[config.mk]
export PLATFORM = sky130hd
export DESIGN_NAME = muldiv_sequencer
export DESIGN_NICKNAME = d
export VERILOG_FILES = /design/src/rtl/muldiv_sequencer.sv
export SDC_FILE = /design/constraint.sdc
export NUM_CORES = 1
export LEC_CHECK = 0
export BUFFER_PORTS_ARGS = -buffer_cell sky130_fd_sc_hd__buf_4
export CORE_UTILIZATION = 40
export DETAILED_ROUTE_END_ITERATION = 16
export PLACE_DENSITY = 0.63
export SYNTH_ARGS = -nofsm -noshare
export SYNTH_HDL_FRONTEND = slang
export SYNTH_SLANG_ARGS = --single-unit
[constraint.sdc]
create_clock -name clk -period 9.1 [get_ports clk]
set_input_delay 0.91 -clock clk [delete_from_list [all_inputs] [get_ports clk]]
set_output_delay 0.91 -clock clk [all_outputs]
set_load 0.005 [all_outputs]
[src/rtl/muldiv_sequencer.sv]
// Iterative RISC-V M-extension unit: shift-add multiply and restoring divide,
// one bit per cycle over a 2*XLEN accumulator, with an IDLE/CALC/DONE sequencer.
// Divide-by-zero and signed overflow bypass the iteration and finish in one cycle.
module muldiv_sequencer #(
  parameter int XLEN = 32
) (
  input  logic            clk,
  input  logic            reset,
  input  logic            start,
  input  logic [2:0]      funct3,
  input  logic [XLEN-1:0] a,
  input  logic [XLEN-1:0] b,
  input  logic            flush,
  output logic            busy,
  output logic            done,
  output logic [XLEN-1:0] result
);

  typedef enum logic [1:0] {IDLE, CALC, DONE} state_t;

  localparam int CW = (XLEN > 1) ? $clog2(XLEN) : 1;
  localparam logic [XLEN-1:0] SMIN = {1'b1, {(XLEN-1){1'b0}}};

  function automatic logic [XLEN-1:0] cond_neg(input logic [XLEN-1:0] v, input logic n);
    return n ? (~v + XLEN'(1)) : v;
  endfunction

  // One shift-add step: add multiplicand into the high half when the current
  // multiplier bit (acc[0]) is set, then shift the whole accumulator right.
  function automatic logic [2*XLEN-1:0] mul_step(input logic [2*XLEN-1:0] acc,
                                                 input logic [XLEN-1:0] mcand);
    logic [XLEN:0] sum;
    sum = {1'b0, acc[2*XLEN-1:XLEN]} + (acc[0] ? {1'b0, mcand} : '0);
    return {sum, acc[XLEN-1:1]};
  endfunction

  // One restoring-divide step: acc holds {remainder, dividend/quotient}.
  // Shift left, trial-subtract the divisor, keep the difference if non-negative.
  function automatic logic [2*XLEN-1:0] div_step(input logic [2*XLEN-1:0] acc,
                                                 input logic [XLEN-1:0] dvsr);
    logic [XLEN:0] top;
    logic [XLEN:0] diff;
    top  = acc[2*XLEN-1:XLEN-1];
    diff = top - {1'b0, dvsr};
    if (!diff[XLEN]) return {diff[XLEN-1:0], acc[XLEN-2:0], 1'b1};
    else             return {acc[2*XLEN-2:0], 1'b0};
  endfunction

  // Sign correction and result selection once the iteration completes.
  function automatic logic [XLEN-1:0] final_res(input logic [2:0] op,
                                                input logic [2*XLEN-1:0] acc,
                                                input logic sa, input logic sb);
    logic [2*XLEN-1:0] p;
    if (!op[2]) begin
      p = (sa ^ sb) ? (~acc + (2*XLEN)'(1)) : acc;
      return (op[1:0] == 2'b00) ? p[XLEN-1:0] : p[2*XLEN-1:XLEN];
    end else if (!op[1]) begin
      return cond_neg(acc[XLEN-1:0], sa ^ sb);
    end else begin
      return cond_neg(acc[2*XLEN-1:XLEN], sa);
    end
  endfunction

  state_t            state_q, state_d;
  logic [CW-1:0]     cnt_q;
  logic [2*XLEN-1:0] acc_q;
  logic [2:0]        op_q;
  logic [XLEN-1:0]   mag_a_q, mag_b_q;
  logic              sa_q, sb_q;
  logic [XLEN-1:0]   result_q;

  logic              accept, dz, ovf, special, last, sa_in, sb_in;
  logic [XLEN-1:0]   special_res, mag_a_in, mag_b_in;
  logic [2*XLEN-1:0] acc_step;

  assign accept   = (state_q == IDLE) && start && !flush;
  assign dz       = funct3[2] && (b == '0);
  assign ovf      = funct3[2] && !funct3[0] && (a == SMIN) && (b == '1);
  assign special  = dz || ovf;
  assign sa_in    = a[XLEN-1] && (funct3 inside {3'b001, 3'b010, 3'b100, 3'b110});
  assign sb_in    = b[XLEN-1] && (funct3 inside {3'b001, 3'b100, 3'b110});
  assign mag_a_in = cond_neg(a, sa_in);
  assign mag_b_in = cond_neg(b, sb_in);
  assign last     = (cnt_q == CW'(XLEN-1));
  assign acc_step = op_q[2] ? div_step(acc_q, mag_b_q) : mul_step(acc_q, mag_a_q);

  // Divide-by-zero wins over overflow; both are decided from the raw operands.
  always_comb begin
    special_res = '0;
    if (dz)       special_res = funct3[1] ? a : '1;
    else if (ovf) special_res = funct3[1] ? '0 : SMIN;
  end

  // State register.
  always_ff @(posedge clk) begin
    if (reset) state_q <= IDLE;
    else       state_q <= state_d;
  end

  // Next-state logic; flush outranks start and aborts an in-flight iteration.
  always_comb begin
    state_d = state_q;
    unique case (state_q)
      IDLE: if (accept) state_d = special ? DONE : CALC;
      CALC: begin
        if (flush)     state_d = IDLE;
        else if (last) state_d = DONE;
      end
      DONE: state_d = IDLE;
      default: state_d = IDLE;
    endcase
  end

  // Outputs decoded from the current state.
  always_comb begin
    busy = (state_q == CALC);
    done = (state_q == DONE);
  end

  assign result = result_q;

  // Operand latch, iteration datapath and result register.
  always_ff @(posedge clk) begin
    if (reset) begin
      cnt_q    <= '0;
      acc_q    <= '0;
      op_q     <= '0;
      mag_a_q  <= '0;
      mag_b_q  <= '0;
      sa_q     <= 1'b0;
      sb_q     <= 1'b0;
      result_q <= '0;
    end else if (accept) begin
      op_q    <= funct3;
      mag_a_q <= mag_a_in;
      mag_b_q <= mag_b_in;
      sa_q    <= sa_in;
      sb_q    <= sb_in;
      cnt_q   <= '0;
      acc_q   <= funct3[2] ? {{XLEN{1'b0}}, mag_a_in} : {{XLEN{1'b0}}, mag_b_in};
      if (special) result_q <= special_res;
    end else if (state_q == CALC && !flush) begin
      acc_q <= acc_step;
      cnt_q <= cnt_q + CW'(1);
      if (last) result_q <= final_res(op_q, acc_step, sa_q, sb_q);
    end
  end

endmodule

==> impl_metrics.csv <==
group,metric,value,unit
worst_setup_path,worstPathRequired,9.42,ns
power,p_total,2.43,mW
synth,syn_area_per_cell,7.13,um2
layout,antennaDiodeCount,0,
worst_setup_path,reg2reg_from,"mag_b_q[11]",
floorplan,rows,74,
synth,synth_edf_count,0,
synth,synth_cell_types,106,
clocking,htree_num_levels,4,
min_path,hp-start,"result[9]",
sta,finClkSkew,0.0183,ns
clocking,cts_resized,0,
worst_setup_path,crit_path_max_fanout,7,
synth,ys_ff_latch,172,
synth,yosysMostFrequentCell,"nor2_1",
floorplan,core,41000,um2
layout,area_growth,10.4,%
worst_setup_path,crit_buf_inv,1,
power,power.leakage,6.96,nW
clocking,cts_hold_buffers,0,
clocking,post_cts_buffers,0,
place,place_congestion,1.04,
worst_setup_path,r2r_setup_slack,2.65,ns
floorplan,die_area,42700,um2
worst_setup_path,arrival,6.77,ns
detailed_routing,drtPass1Iterations,14,
synth,synth.top_cell.area_share,20.6,%
worst_setup_path,endpoint_kind,"flip-flop",
detailed_routing,initialDrtViolationCount,2359,
sta,rsz0062_at_grt,"false",
worst_setup_path,cp_slowest_stage_delay,0.59,ns
grt,grt_pass1_vias,16600,
detailed_routing,drt_wl_total,78.5,mm
layout,nets,2497,
worst_setup_path,worstReg2RegEnd,"result[24]",
worst_setup_path,critPathKind,"flip-flop to flip-flop",
layout,post-route-cell-area,18500,um2
sta,tightest_slew,1.29,ns
run_status,violations,"DRC",
detailed_routing,num_vias,18800,
place,place_inst,2866,
sta,fmax,155,MHz
min_path,hold_depth,2,
grt,grt-ovfl-total,0,
place,post-dp-hpwl,61.4,mm
place,place_area,17800,um2
detailed_routing,postRouteAntennaNets,0,
synth,ys.flop_type,"dfxtp_1",
min_path,min_to,"result[9]",
worst_setup_path,slowest_stage,"nor3_1",
grt,antenna_found_initial,2,
clocking,clk_pin_slew_worst_paths,0.09,ns
layout,multiInputGateArea,12500,um2
synth,synthArstFlopShare,0,%
floorplan,initial_utilization,40.8,%
detailed_routing,vias_per_cell,6.50,
clocking,cts_tree,"built",
sta,finalSetupViolations,0,
synth,seq_area_frac_synth,20.6,%
power,powerDensity,132,nW/um2
run_status,status,"complete, but fails checks",
clocking,clockBufferDepth,2,
synth,synth_warnings,0,
layout,filler_cell_count,4244,
grt,grt_usage,36.5,%
worst_setup_path,path_cells,"inv_1, ha_1, a21oi_1, o21ai_1, a211oi_2, a21boi_2, o211ai_2, nor2_2, a21oi_1, ha_1, o21ai_0, nand2b_1, or3_1, nor3_1, and3_1, nand4_1, o211ai_1, o31ai_1, a221oi_1, a311oi_1",
place,io_buffers,104,
sta,finalMaxSlewViolations,0,
layout,seq_area,3450,um2
sta,max-slew-margin-rel,11.9,%
worst_setup_path,r2r_cells,20,
synth,synthTopCellsByCount,"289 x nor2_1, 252 x nand2_1, 191 x a21oi_1",
layout,finalNonFillerCells,2898,
synth,netlist_instances,2349,
floorplan,die_w,207,um
clocking,root_buffer,"clkbuf_16",
worst_setup_path,crit_family,"compound AO/OA/AOI/OAI gates",
grt,grt_max_degree,160,
detailed_routing,wl_per_cell,27.1,um
clocking,clock_latency,0.49,ns
min_path,hold_path_class,"flip-flop to flip-flop",
worst_setup_path,start_kind,"flip-flop",
layout,drive_gt1_share,10.1,%
sta,period_share,70.9,%
synth,synth_fp_nets,2493,
synth,synth_top_area_cell,"dfxtp_1",
floorplan,ioPinCount,105,
floorplan,chipHeight,207,um
sta,hold_viol,0,
grt,grt_pass1_wl,113,mm
sta,timing.hold.ws,0.461,ns
synth,synth_area_leaders,"dfxtp_1 21%, nor2_1 6.5%, a21oi_1 5.7%",
clocking,numClockSinks,172,
sta,setup-tns-final,0,ns
detailed_routing,drc,1,
synth,synth_area,16700,um2
flow_run,max_cap_viol_count,0,
sta,period_minus_slack,6.45,ns
power,peakVddDrop,0.0997,mV
clocking,numCtsBuffers,17,
cells by family (layout without fill, tap and decap cells):
| kind of cell | count (synthesis) | count (layout) | synth area share [%] |
|---|---|---|---|
| muxes | 55 | 55 | 3.35 |
| AOI/OAI and AO/OA | 774 | 774 | 31.0 |
| xor gates and xnor gates | 180 | 180 | 9.42 |
| buffers and inverters | 218 | 235 | 5.24 |
| adders and majority gates | 73 | 73 | 5.55 |
| and+or+nand+nor | 877 | 877 | 24.9 |
| DFF | 172 | 172 | 20.6 |
stage by stage:
step	setup slack, ns	utilization [%]
2_1_floorplan	3.99	-
3_3_place_gp	2.86	43.5
3_5_place_dp	2.90	43.5
4_1_cts	2.88	45.1
5_1_grt	2.42	45.1
6_report	2.65	45.1
cell type report:
cell class	count	share of cell area [%]
multi-input combinational	1959	67.4
inverter	68	1.38
sequential	172	18.6
timing repair buffer	135	5.55
clock buffer	17	2.30
tap	532	3.60
clock inverter	15	1.14
cell usage in the layout, fill, tap and decap left out, types with 17 or more instances in the layout:
master and instances:
clkbuf_16 17, nor4_1 20, nand2_1 252, buf_4 134, or3_1 17, nor3_1 64, xnor2_1 96, ha_1 71
mux2i_1 50, o31ai_1 21, and2_1 48, dfxtp_1 171, nand4_1 33, o21ai_0 139, xor2_1 82, inv_1 68
a21oi_1 191, a211oi_1 99, a31oi_1 40, and3_1 24, a21o_1 21, nor2_1 288, o211ai_1 59, a22oi_1 42
nand3_1 40
where the power goes:
part,internal [mW],switching (mW)
clock,0.382,0.432
sequential,0.786,0.0383
combinational,0.249,0.547
total,1.42,1.02
registers in the layout, summed over array words and instances (netlist names):
signal and cells:
cnt_q 5, sb_q 1, op_q 3, acc_q 64, result 32, mag_a_q 32, mag_b_q 32, sa_q 1
state_q 2
worst reg2reg max path: cells and delay by family (launching register included):
family,cells,cell delay (ns)
AND/OR/NAND/NOR,6,2.31
flip-flops,1,0.36
buffers and inverters,1,0.06
adder cells (fa/ha/maj),2,0.65
AO/OA/AOI/OAI,11,2.91
worst max-delay path by stage:
stage	from	end	slack, ns	depth (start not counted)
after floorplan	op_q[2]	result[24]	3.99	20
after global placement	acc_q[55]	result[4]	2.86	20
after detailed placement	acc_q[55]	result[4]	2.90	20
after CTS	acc_q[55]	result[4]	2.88	20
after global routing	acc_q[55]	result[4]	2.42	20
final	mag_b_q[11]	result[24]	2.65	20
per-layer routing:
layer / global-route usage [%] / share of wire [%]
met5: 0 / 0.017
met1: 51.3 / 42
met3: 8.16 / 11
met2: 52.7 / 42
met4: 16.5 / 4.9
Note: power is estimated with default switching activity, not from simulation.
